### src/rtl/mc_controller.sv
// mc_controller: multicycle MIPS control FSM.
// Sequences fetch/decode/execute/memory/writeback and drives the datapath
// enables/selects plus the 4-bit aluop consumed by the ALU decoder.
// Memory accesses stall on i_mem_ready. A bounded wait counter turns a stuck
// access into a one-cycle o_mem_err pulse and a return to FETCH.
module mc_controller #(
  parameter int TIMEOUT_CYCLES = 255
) (
  input  logic       i_clk,
  input  logic       i_reset,
  input  logic [5:0] i_op,
  input  logic       i_mem_ready,
  output logic       o_pcwrite,
  output logic       o_branch,
  output logic       o_irwrite,
  output logic       o_memwrite,
  output logic       o_regwrite,
  output logic       o_iord,
  output logic       o_memtoreg,
  output logic       o_regdst,
  output logic       o_alusrca,
  output logic [1:0] o_alusrcb,
  output logic       o_immext,
  output logic [1:0] o_pcsrc,
  output logic [3:0] o_aluop,
  output logic       o_illegal,
  output logic       o_mem_err
);

  localparam int CW = (TIMEOUT_CYCLES < 1) ? 1 : $clog2(TIMEOUT_CYCLES + 1);
  localparam logic [CW-1:0] TO_VAL  = CW'(TIMEOUT_CYCLES);
  localparam logic [CW-1:0] CNT_MAX = '1;
  localparam bit TO_ENABLE = (TIMEOUT_CYCLES != 0);

  localparam logic [5:0] OP_RTYPE = 6'b000000;
  localparam logic [5:0] OP_J     = 6'b000010;
  localparam logic [5:0] OP_BEQ   = 6'b000100;
  localparam logic [5:0] OP_BLEZ  = 6'b000110;
  localparam logic [5:0] OP_ADDI  = 6'b001000;
  localparam logic [5:0] OP_SLTI  = 6'b001010;
  localparam logic [5:0] OP_ANDI  = 6'b001100;
  localparam logic [5:0] OP_ORI   = 6'b001101;
  localparam logic [5:0] OP_XORI  = 6'b001110;
  localparam logic [5:0] OP_LUI   = 6'b001111;
  localparam logic [5:0] OP_LW    = 6'b100011;
  localparam logic [5:0] OP_SW    = 6'b101011;

  typedef enum logic [3:0] {
    S_FETCH, S_DECODE, S_MEMADR, S_MEMRD, S_MEMWB, S_MEMWR,
    S_RTEX, S_ALUWB, S_IMMEX, S_IMMWB, S_BRANCH, S_JUMP
  } state_t;

  state_t        r_state;
  state_t        w_next;
  logic [CW-1:0] r_waitCnt;
  logic          w_waitState;
  logic          w_timeout;
  logic          w_illegal;

  // Only FETCH, MEMRD and MEMWR wait on memory; a timeout fires once the
  // counter has reached the limit and memory is still not ready.
  assign w_waitState = (r_state == S_FETCH) || (r_state == S_MEMRD) || (r_state == S_MEMWR);
  assign w_timeout   = TO_ENABLE && w_waitState && !i_mem_ready && (r_waitCnt == TO_VAL);

  // Next-state decode; op is only consulted where the IR is known stable.
  always_comb begin
    w_next    = r_state;
    w_illegal = 1'b0;
    case (r_state)
      S_FETCH: begin
        if (i_mem_ready) w_next = S_DECODE;
        else if (w_timeout) w_next = S_FETCH;
      end
      S_DECODE: begin
        case (i_op)
          OP_LW, OP_SW:   w_next = S_MEMADR;
          OP_RTYPE:       w_next = S_RTEX;
          OP_BEQ, OP_BLEZ: w_next = S_BRANCH;
          OP_J:           w_next = S_JUMP;
          OP_ADDI, OP_ANDI, OP_ORI, OP_XORI, OP_SLTI, OP_LUI: w_next = S_IMMEX;
          default: begin
            w_illegal = 1'b1;
            w_next    = S_FETCH;
          end
        endcase
      end
      S_MEMADR: w_next = (i_op == OP_SW) ? S_MEMWR : S_MEMRD;
      S_MEMRD: begin
        if (i_mem_ready) w_next = S_MEMWB;
        else if (w_timeout) w_next = S_FETCH;
      end
      S_MEMWB: w_next = S_FETCH;
      S_MEMWR: begin
        if (i_mem_ready || w_timeout) w_next = S_FETCH;
      end
      S_RTEX:   w_next = S_ALUWB;
      S_ALUWB:  w_next = S_FETCH;
      S_IMMEX:  w_next = S_IMMWB;
      S_IMMWB:  w_next = S_FETCH;
      S_BRANCH: w_next = S_FETCH;
      S_JUMP:   w_next = S_FETCH;
      default:  w_next = S_FETCH;
    endcase
  end

  // State register and saturating wait counter, cleared on any state entry or timeout.
  always_ff @(posedge i_clk) begin
    if (i_reset) begin
      r_state   <= S_FETCH;
      r_waitCnt <= '0;
    end else begin
      r_state <= w_next;
      if ((w_next != r_state) || w_timeout) begin
        r_waitCnt <= '0;
      end else if (w_waitState && !i_mem_ready && (r_waitCnt != CNT_MAX)) begin
        r_waitCnt <= r_waitCnt + 1'b1;
      end
    end
  end

  // Moore output decode; memory-dependent strobes are qualified by mem_ready and reset masks all strobes.
  always_comb begin
    o_pcwrite  = 1'b0;
    o_branch   = 1'b0;
    o_irwrite  = 1'b0;
    o_memwrite = 1'b0;
    o_regwrite = 1'b0;
    o_iord     = 1'b0;
    o_memtoreg = 1'b0;
    o_regdst   = 1'b0;
    o_alusrca  = 1'b0;
    o_alusrcb  = 2'b00;
    o_immext   = 1'b0;
    o_pcsrc    = 2'b00;
    o_aluop    = 4'b0000;
    o_illegal  = w_illegal;
    o_mem_err  = w_timeout;
    case (r_state)
      S_FETCH: begin
        o_alusrcb = 2'b01;
        o_irwrite = i_mem_ready;
        o_pcwrite = i_mem_ready;
      end
      S_DECODE: o_alusrcb = 2'b11;
      S_MEMADR: begin
        o_alusrca = 1'b1;
        o_alusrcb = 2'b10;
      end
      S_MEMRD: o_iord = 1'b1;
      S_MEMWB: begin
        o_memtoreg = 1'b1;
        o_regwrite = 1'b1;
      end
      S_MEMWR: begin
        o_iord     = 1'b1;
        o_memwrite = i_mem_ready;
      end
      S_RTEX: begin
        o_alusrca = 1'b1;
        o_aluop   = 4'b1111;
      end
      S_ALUWB: begin
        o_regdst   = 1'b1;
        o_regwrite = 1'b1;
      end
      S_IMMEX: begin
        o_alusrca = 1'b1;
        o_alusrcb = 2'b10;
        case (i_op)
          OP_SLTI: o_aluop = 4'b0110;
          OP_ORI:  o_aluop = 4'b0011;
          OP_XORI: o_aluop = 4'b0101;
          OP_ANDI: o_aluop = 4'b0111;
          OP_LUI:  o_aluop = 4'b0100;
          default: o_aluop = 4'b0000;
        endcase
        o_immext = (i_op == OP_ANDI) || (i_op == OP_ORI) || (i_op == OP_XORI);
      end
      S_IMMWB: o_regwrite = 1'b1;
      S_BRANCH: begin
        o_alusrca = 1'b1;
        o_pcsrc   = 2'b01;
        o_branch  = 1'b1;
        o_aluop   = (i_op == OP_BLEZ) ? 4'b0010 : 4'b0001;
      end
      S_JUMP: begin
        o_pcsrc   = 2'b10;
        o_pcwrite = 1'b1;
      end
      default: ;
    endcase
    if (i_reset) begin
      o_pcwrite  = 1'b0;
      o_branch   = 1'b0;
      o_irwrite  = 1'b0;
      o_memwrite = 1'b0;
      o_regwrite = 1'b0;
      o_illegal  = 1'b0;
      o_mem_err  = 1'b0;
    end
  end

endmodule

### config.mk
export PLATFORM = sky130hd
export DESIGN_NAME = mc_controller
export DESIGN_NICKNAME = d
export VERILOG_FILES = /design/src/rtl/mc_controller.sv
export SDC_FILE = /design/constraint.sdc
export NUM_CORES = 1
export LEC_CHECK = 0
export ABC_AREA = 1
export CAP_MARGIN = 20
export CORE_MARGIN = 2
export CORE_UTILIZATION = 48
export DETAILED_ROUTE_END_ITERATION = 12
export GPL_ROUTABILITY_DRIVEN = 0
export PLACE_DENSITY = 0.79
export SLEW_MARGIN = 20
export SYNTH_ARGS = -nofsm -noshare
export SYNTH_HDL_FRONTEND = slang
export SYNTH_SLANG_ARGS = --single-unit
export TNS_END_PERCENT = 50
### constraint.sdc
create_clock -name i_clk -period 1.85 [get_ports i_clk]
set_input_delay 0.37 -clock i_clk [delete_from_list [all_inputs] [get_ports i_clk]]
set_output_delay 0.37 -clock i_clk [all_outputs]
set_load 0.01 [all_outputs]
# Word-level counts from Yosys, hierarchy flattened
# Index checks and enable logic that the tools add are counted.
dict set report op_classes {
  muxes 31
  addsub 1
  n_eq_ne 25
  reduce_logical 21
}
# cell n
set ops {}
lappend ops {{$eq 6x4->1 const B} 6}
lappend ops {{$pmux 4 s7} 1}
lappend ops {{$pmux 4 s5} 1}
lappend ops {{$mux 1} 18}
lappend ops {{$eq 4x3->1 const B} 4}
lappend ops {{$eq 4x4->1 const B} 4}
lappend ops {{$mux 4} 4}
lappend ops {{$pmux 3 s5} 1}
lappend ops {{$eq 6x3->1 const B} 2}
lappend ops {{$eq 6x6->1 const B} 2}
lappend ops {{$pmux 4 s3} 1}
lappend ops {{$reduce_or 12->1} 1}
lappend ops {{$reduce_or 2->1} 5}
lappend ops {{$add 8x1->8 const B} 1}
lappend ops {{$eq 4x2->1 const B} 2}
lappend ops {{$eq 8x8->1 const B} 1}
lappend ops {{$ne 8x8->1 const B} 1}
lappend ops {{$eq 6x2->1 const B} 1}
lappend ops {{$logic_not 6->1} 1}
lappend ops {{$logic_or 1x1->1} 6}
lappend ops {{$pmux 2 s3} 1}
lappend ops {{$reduce_or 6->1} 1}
lappend ops {{$eq 4x1->1 const B} 1}
lappend ops {{$logic_not 4->1} 1}
lappend ops {{other kinds (9)} 11}
dict set report word_totals {
  output_inout_bits 20
  input_bits 9
  reg_bits 12
  wordCells 80
}

# Longest topological paths before layout
# Gate-level depths: netlist of the first run.
dict set report logic_depth {
  ltp_word 11
  mapped_depth 10
  ltp_nobuf 10
}

# Worst setup path after synthesis of the first run
# No wires, ideal clock.
dict set report synth_path {
  path_type {flip-flop to output port}
  startpoint {reg r_state[3]}
  endpoint {out o_aluop[1]}
  n_path_buf 0
  stages_incl_launch_ff 5
  arrival_time_ns 1.205
  required_time_ns 1.480
  slack_ns 0.275
  path_cell_list {dfxtp_1 nand2_1 nor2_1 inv_1 o211ai_1}
}
dict set report synth_between {
  elab_chain_cells 2
  elab_cells_between_ends 4
  classes_between {eq/ne (3); mux (1)}
}
# element line
set synth_lines {}
lappend synth_lines {{start, declared} 53} ;# state_t r_state;
lappend synth_lines {{start signal, assigned} 112} ;# r_state <= w_next;
lappend synth_lines {{$eq 4x4->1 or $eq 4x3->1 (tied branches)} 138} ;# case (r_state)
lappend synth_lines {{$pmux 4 s3 (*)} 138}
lappend synth_lines {{end, declared} 25} ;# output logic [3:0] o_aluop,
# Mark *: on every way between the ends. The rest lies on a longest branch, timed or not.

# Final worst setup path of the first run
dict set report layout_path {
  startpoint {reg r_state[0]}
  endpoint {out o_memwrite}
}
dict set report layout_between {
  elab_chain_cells 3
}
# element line
set layout_lines {}
lappend layout_lines {{$eq 4x3->1} 138}
lappend layout_lines {{$mux 1} 138}
lappend layout_lines {{$mux 1} 192} ;# if (i_reset) begin
lappend layout_lines {{end, declared} 16} ;# output logic o_memwrite,
# No other way between the ends.

==> results by group, run 1 <==
Worst setup path
  • Crit path kind: register to output port
  • Crit path capture type: output port
  • WP depth: 6
  • R2R depth: 9
  • Worst r2r src: r_waitCnt[0]$_SDFFE_PP0P_
  • Critical path origin: r_state[0]$_SDFF_PP0_
  • CP max stage delay: 0.38 ns
  • CP arrival: 1.48 ns
  • Cells along the critical path: inv_1 > nor2_2 > buf_4 > nand2_2 > nor3_1 > dlygate4sd2_1
  • Crit path capture: o_memwrite
  • WP data required: 1.48 ns
  • Crit path buf inv count: 3
  • Critical path startpoint category: register
  • R2R Setup Slk: 0.24 ns
  • Cell family with most CP delay: buffers and inverters
  • Slowest cell on the critical path: dfxtp_2
  • Reg-to-reg endpoint: r_waitCnt[4]$_SDFFE_PP0P_
  • Max Fanout on Critical Path: 3

Finish
  • Layout Utilization: 84.5%
  • Syn-to-layout area delta: 67.4%
  • Layout cells sized above 1: 42.6%
  • Final std cells w/o fill: 300
  • # diodes: 0
  • Number of nets in the finished design: 283

Clock network
  • CTS tree: built
  • Clock sinks: 12
  • TritonCTS Buffers: 3
  • Clock Path Buffers: 2
  • CTS clk-pin slew, worst paths: 0.08 ns
  • Clock Latency Late Sink: 0.29 ns
  • CTS H-Tree Depth: 1
  • CTS Root Cell: clkbuf_4

Timing
  • RSZ-0062 raised after global routing: yes
  • Post-route minimum period: 1.85 ns
  • Setup_tns: 0 ns
  • Max frequency: 541 MHz
  • Final hold viol count: 0
  • Setup Skew: 0.0134 ns
  • Slew @ Worst Pin: 0.234 ns
  • Period utilization: 100%
  • Slew margin rel.: 84.3%
  • Pins Over Slew Limit: 0
  • # setup viols final: 0
  • Setup WS post-layout: 0.000625 ns

Floorplanning
  • Initial Util: 50.5%
  • Die Y-Extent: 52.0 microns
  • I/O pins: 29
  • Die width: 52.0 microns
  • Num rows: 17
  • Core area: 2190 sq um
  • Die area: 2700 sq um

Power and ir drop
  • Max VDD drop: 432 uV
  • Int Power: 0.475 mW
  • Psw: 0.212 mW
  • Sw Share: 30.8%
  • Sequential power share: 39.1%
  • Pleak: 0.990 nW
  • Final Power: 0.688 mW
  • Power Density: 371 nW/um^2
  • Clock Power Share: 31.3%
  • Combinational share of power: 29.6%

GRT
  • Gr ovfl total: 0
  • Vias in the first global route: 1524
  • Initial antenna violation count: 0
  • Pin count of the biggest net entering global routing: 12
  • GRT Total Usage: 30.2%
  • First-pass GRT wire length: 6160 microns

Synthesis
  • Post-synthesis simple-gate area fraction: 51.9%
  • Distinct cells, synth: 31
  • Netlist area before placement: 1110 sq um
  • EDFF count, synth: 0
  • Synth warnings: 0
  • Yosys top cell area share: 21.7%
  • Synth top area cells: dfxtp_1, nand2_1, nor2_1
  • Post-Syn Nets: 197
  • Synth area leader: dfxtp_1
  • Post-synthesis mux area share: 0%
  • Main combinational cell family by area after synthesis: simple AND/OR/NAND/NOR gates
  • Adder-Cell Fraction of Synth Area: 1.13%
  • Post-synthesis sequential area ratio: 21.7%
  • Mapped Cells: 187
  • Post-Synth XOR/XNOR Area: 2.38%
  • Synth async-reset ratio: 0%
  • Synth Register Bits: 12
  • Avg Cell Area, Syn: 5.91 sq um
  • Post-synthesis compound-gate area fraction: 10.2%
  • Primary FF master, synth: dfxtp_1

Status
  • Status: complete, no violations

Placed design
  • IO buf count: 28
  • DP HPWL: 2840 microns
  • Place WS: -0.687 ns
  • Dpl cells: 289

Routing
  • Via Count: 1561
  • Routed Antenna Nets: 0
  • Drt via density: 5.20
  • DR WL/cell: 12.9 microns
  • Drt drc: 0
  • Final wirelength: 3880 microns
  • 1st-pass router iterations: 4
  • Starting DRC count in detailed routing: 40

Min path
  • Min-Delay Path Class: register to register

Run
  • MaxCap Viol Count: 0
[worst min-delay path by stage]
stage	slack (ns)	from	endpoint	cells past startpoint
3_5_place_dp	0.50	r_waitCnt[7]$_SDFFE_PP0P_	r_waitCnt[7]$_SDFFE_PP0P_	2
6_report	0.51	r_waitCnt[7]$_SDFFE_PP0P_	r_waitCnt[7]$_SDFFE_PP0P_	2
5_1_grt	0.55	r_waitCnt[7]$_SDFFE_PP0P_	r_waitCnt[7]$_SDFFE_PP0P_	2
4_1_cts	0.51	r_waitCnt[7]$_SDFFE_PP0P_	r_waitCnt[7]$_SDFFE_PP0P_	2
3_3_place_gp	0.49	r_waitCnt[7]$_SDFFE_PP0P_	r_waitCnt[7]$_SDFFE_PP0P_	2
2_1_floorplan	0.46	r_waitCnt[1]$_SDFFE_PP0P_	r_waitCnt[1]$_SDFFE_PP0P_	2
[sequential cells by signal (all words and copies together) (netlist names)]
name,count
r_waitCnt,8
r_state,4
[kinds of logic after synthesis]
kind of cell | after synthesis
and+or+nand+nor | 119
buffers and inverters | 33
AOI/OAI and AO/OA | 19
DFF | 12
xor gates and xnor gates | 3
adders and majority gates | 1
[cells in the final DEF, fill, tap and decap left out, drive strengths merged, types with 2 or more instances in the layout]
| cell type | count |
|---|---|
| buf | 65 |
| nand2 | 49 |
| nor2 | 36 |
| inv | 29 |
| nand3 | 24 |
| dfxtp | 12 |
| dlygate4sd2 | 11 |
| a21oi | 10 |
| clkbuf | 10 |
| nand4 | 5 |
| xor2 | 3 |
| o21ai | 3 |
| nor3 | 3 |
| o211ai | 2 |
| clkdlybuf4s15 | 2 |
[layer usage]
layer | GRT usage [%] | vias up | share of wire (%)
li1 | - | 774 | -
met3 | 6.32 | 21 | 6.1
met2 | 53.4 | 70 | 49
met4 | 11.4 | 0 | 3.4
met5 | 0 | - | 0
met1 | 35.2 | 696 | 41
[final cells by class]
class                      count  area [sq um]
timing repair buffer          85           633
multi-input combinational    142           787
sequential                    12           251
clock buffer                   4          36.3
tap                           28          35.0
fill                         150           339
inverter                      29           109
[power by group through the flow]
stage          Combinational, mW  Sequential, mW  Clock [mW]
2_1_floorplan             0.0904           0.273           0
3_3_place_gp               0.189           0.273           0
3_5_place_dp               0.196           0.273           0
4_1_cts                    0.195           0.268       0.215
5_1_grt                    0.221           0.269       0.229
6_report                   0.204           0.269       0.215
[through the flow]
| step | instance area [sq um] | hold WS [ns] |
|---|---|---|
| final | 1850 | 0.509 |
| after global routing | 1850 | 0.547 |
| after CTS | 1840 | 0.511 |
| after detailed placement | 1770 | 0.500 |
| after global placement | 1770 | 0.485 |
| after floorplan | 1110 | 0.456 |
[worst min-delay path, delay by kind of cell, from the launching register on]
kind | cells | cell delay, ns
compound gates | 1 | 0.06
flops | 1 | 0.34
simple gates | 1 | 0.07
[what timing repair did]
item / in CTS / in global routing
hold buffers: 0 / 0
resized for setup: 71 / 27
gates cloned: 0 / 0
endpoints found under the setup margin: 19 / 15
pin swaps: 7 / 6
buffers inserted: 5 / 2
[cell usage after synthesis (2+ instances only)]
library cell	n
nand3_1	21
o211ai_1	2
o21ai_0	3
nor2_4	3
nand3_4	2
buf_6	2
nand2_1	47
a21oi_1	9
nor2_1	30
nor2_2	3
xor2_1	3
dfxtp_1	12
nor3_1	2
inv_1	27
nand4_1	5
Note: power is estimated with default switching activity, not from simulation.
==> inputs of run 2 (changes only) <==
--- a/config.mk
+++ b/config.mk
@@ -16,4 +16,4 @@
 export SYNTH_ARGS = -nofsm -noshare
 export SYNTH_HDL_FRONTEND = slang
 export SYNTH_SLANG_ARGS = --single-unit
-export TNS_END_PERCENT = 50
+export TNS_END_PERCENT = 100
==> run 2 against run 1 <==
Effect of this change:
- worst setup slack improved by 0.020 ns
- non-clock buffer count decreased by 1
- core utilization is 0.11 points higher
- maximum frequency is 1.1% higher
- sequential power about the same
- final cell count down 0.33%
- first-iteration DRC count grew 20%
- combinational power hardly changed
- clock skew about the same
- critical endpoint is now o_aluop[1]
- highest routed layer unchanged
==> results by group, run 2 (synthesis gave the netlist of run 1 again) <==
GRT
  • GRT Total Usage: 30.1% (-0.060 points)
  • Vias in the first global route: 1518 (-0.39%)
  • Gr ovfl total: 0 (unchanged)
  • Pin count of the biggest net entering global routing: 12 (unchanged)
  • Initial antenna violation count: 0 (unchanged)
  • First-pass GRT wire length: 6150 microns (-0.23%)

Timing
  • # setup viols final: 0 (unchanged)
  • Slew @ Worst Pin: 0.248 ns (+0.0132 ns)
  • Post-route minimum period: 1.83 ns (-0.0203 ns)
  • Max frequency: 547 MHz (+1.1%)
  • Pins Over Slew Limit: 0 (unchanged)
  • Final hold viol count: 0 (unchanged)
  • Setup WS post-layout: 0.0209 ns (+0.0203 ns)
  • Period utilization: 98.9% (-1.1 points)
  • Worst hold slack: 0.512 ns (+0.00229 ns)
  • Slew margin rel.: 83.4% (-0.91 points)
  • RSZ-0062 raised after global routing: yes
  • Setup Skew: 0.0135 ns (+0.000120 ns)

Routing
  • Final wirelength: 3940 microns (+1.5%)
  • 1st-pass router iterations: 4 (unchanged)
  • Starting DRC count in detailed routing: 48 (+20%)
  • Via Count: 1559 (-0.13%)
  • DR WL/cell: 13.2 microns (+1.9%)
  • Drt drc: 0 (unchanged)
  • Drt via density: 5.21 (+0.21%)
  • Routed Antenna Nets: 0 (unchanged)

Clock network
  • CTS clk-pin slew, worst paths: 0.07 ns (about the same)
  • CTS H-Tree Depth: 1 (unchanged)
  • CTS tree: built
  • Hold_buf cts: 0 (unchanged)
  • CTS Root Cell: clkbuf_4
  • Clock Latency Late Sink: 0.29 ns (about the same)
  • TritonCTS Buffers: 3 (unchanged)
  • Clock Path Buffers: 2 (unchanged)
  • Clock sinks: 12 (unchanged)

Worst setup path
  • Max Fanout on Critical Path: 7 (+4)
  • CP max stage delay: 0.31 ns (-0.07 ns)
  • Cells along the critical path: dlygate4sd2_1 > buf_4 > nor2_1 > nand2_1 > o21ai_0 > nand2_1 > o211ai_1 > buf_2
  • Most numerous cell on the critical path: nand2_1
  • CP arrival: 1.46 ns (-0.02 ns)
  • Crit path kind: input port to output port
  • Slowest cell on the critical path: dlygate4sd2_1
  • Crit path capture type: output port
  • Critical path startpoint category: input port
  • R2R depth: 9 (unchanged)
  • WP data required: 1.48 ns (about the same)

Floorplanning
  • I/O pins: 29 (unchanged)
  • Core area: 2190 sq um (unchanged)
  • Die Y-Extent: 52.0 microns (unchanged)
  • Num rows: 17 (unchanged)
  • Die width: 52.0 microns (unchanged)
  • Initial Util: 50.5% (unchanged)
  • Die area: 2700 sq um (unchanged)

Finish
  • Final std cells w/o fill: 299 (-0.33%)
  • Largest register FFs: 8 (unchanged)
  • Largest reg by FF count: r_waitCnt
  • Commonest non-fill, non-tap cell in the layout: buf_4
  • Commonest cells after routing, fill and taps aside: buf_4, nand2_1, nor2_1
  • Layout Utilization: 84.6% (+0.11 points)
  • Syn-to-layout area delta: 67.6%
  • Biggest regs: r_waitCnt: 8 flops, r_state: 4 flops
  • Layout cells sized above 1: 42.1% (-0.58 points)
  • # diodes: 0 (unchanged)
  • Number of nets in the finished design: 282 (-0.35%)

Power and ir drop
  • Pleak: 0.966 nW (-2.4%)
  • Power Density: 371 nW/um^2 (about the same)
  • Max VDD drop: 429 uV (-0.55%)

Min path
  • Hold path cells: 2 (unchanged)
  • Min-Delay Path Class: register to register

Status
  • Status: complete, no violations

Placed design
  • DP HPWL: 2840 microns (unchanged)
  • Place WS: -0.687 ns (unchanged)
  • IO buf count: 28 (unchanged)
  • Dpl cells: 289 (unchanged)

Run
  • MaxCap Viol Count: 0 (unchanged)
[run 2: per-layer routing]
layer	track usage, %	vias to the layer above	wire length, microns	part of all wire, %
li1	-	770	-	-
met1	35.2	713	1610	41
met2	53.2	61	1990	51
met3	6.32	15	233	5.9
met4	11.4	0	112	2.8
met5	0	-	0	0
[run 2: final timing paths]
check,start,slack (ns),end
worst max-delay path,i_op[2],0.02,o_aluop[1]
worst min-delay path,r_waitCnt[7]$_SDFFE_PP0P_,0.51,r_waitCnt[7]$_SDFFE_PP0P_
worst max register to register,r_state[1]$_SDFF_PP0_,0.23,r_waitCnt[5]$_SDFFE_PP0P_
worst min register to register,r_waitCnt[7]$_SDFFE_PP0P_,0.51,r_waitCnt[7]$_SDFFE_PP0P_
[run 2: final cells by class]
class / instances / area, sq um
multi-input cells: 142 / 797
flip-flops and latches: 12 / 251
repair buffers: 84 / 626
inverters: 29 / 109
clock buffers: 4 / 36.3
fillers: 149 / 337
well taps: 28 / 35.0
[run 2: power breakdown]
group          internal (mW)  total, mW  switching [mW]  leakage, nW
Sequential             0.263      0.270         0.00669        0.101
Combinational         0.0933      0.206           0.113        0.845
Clock                  0.120      0.213          0.0929       0.0210
[run 2: worst max-delay path, delay by kind of cell]
family                 cells  cell delay, ns
AOI/OAI and AO/OA          2            0.16
buffers and inverters      3            0.63
and+or+nand+nor            3            0.30
[run 2: through the flow]
stage | power [mW] | instance area [sq um] | TNS (ns)
floorplan | 0.364 | 1110 | 0
global placement | 0.462 | 1770 | -4.13
detailed placement | 0.469 | 1770 | -4.75
CTS | 0.678 | 1840 | -0.00117
global route | 0.722 | 1850 | -0.126
finish | 0.689 | 1850 | 0
[run 2: repair_timing]
item                       in CTS  in global routing
buffers inserted                5                  1
gates resized for setup        74                 27
pin swaps                       8                  7
setup endpoints to repair      19                 15
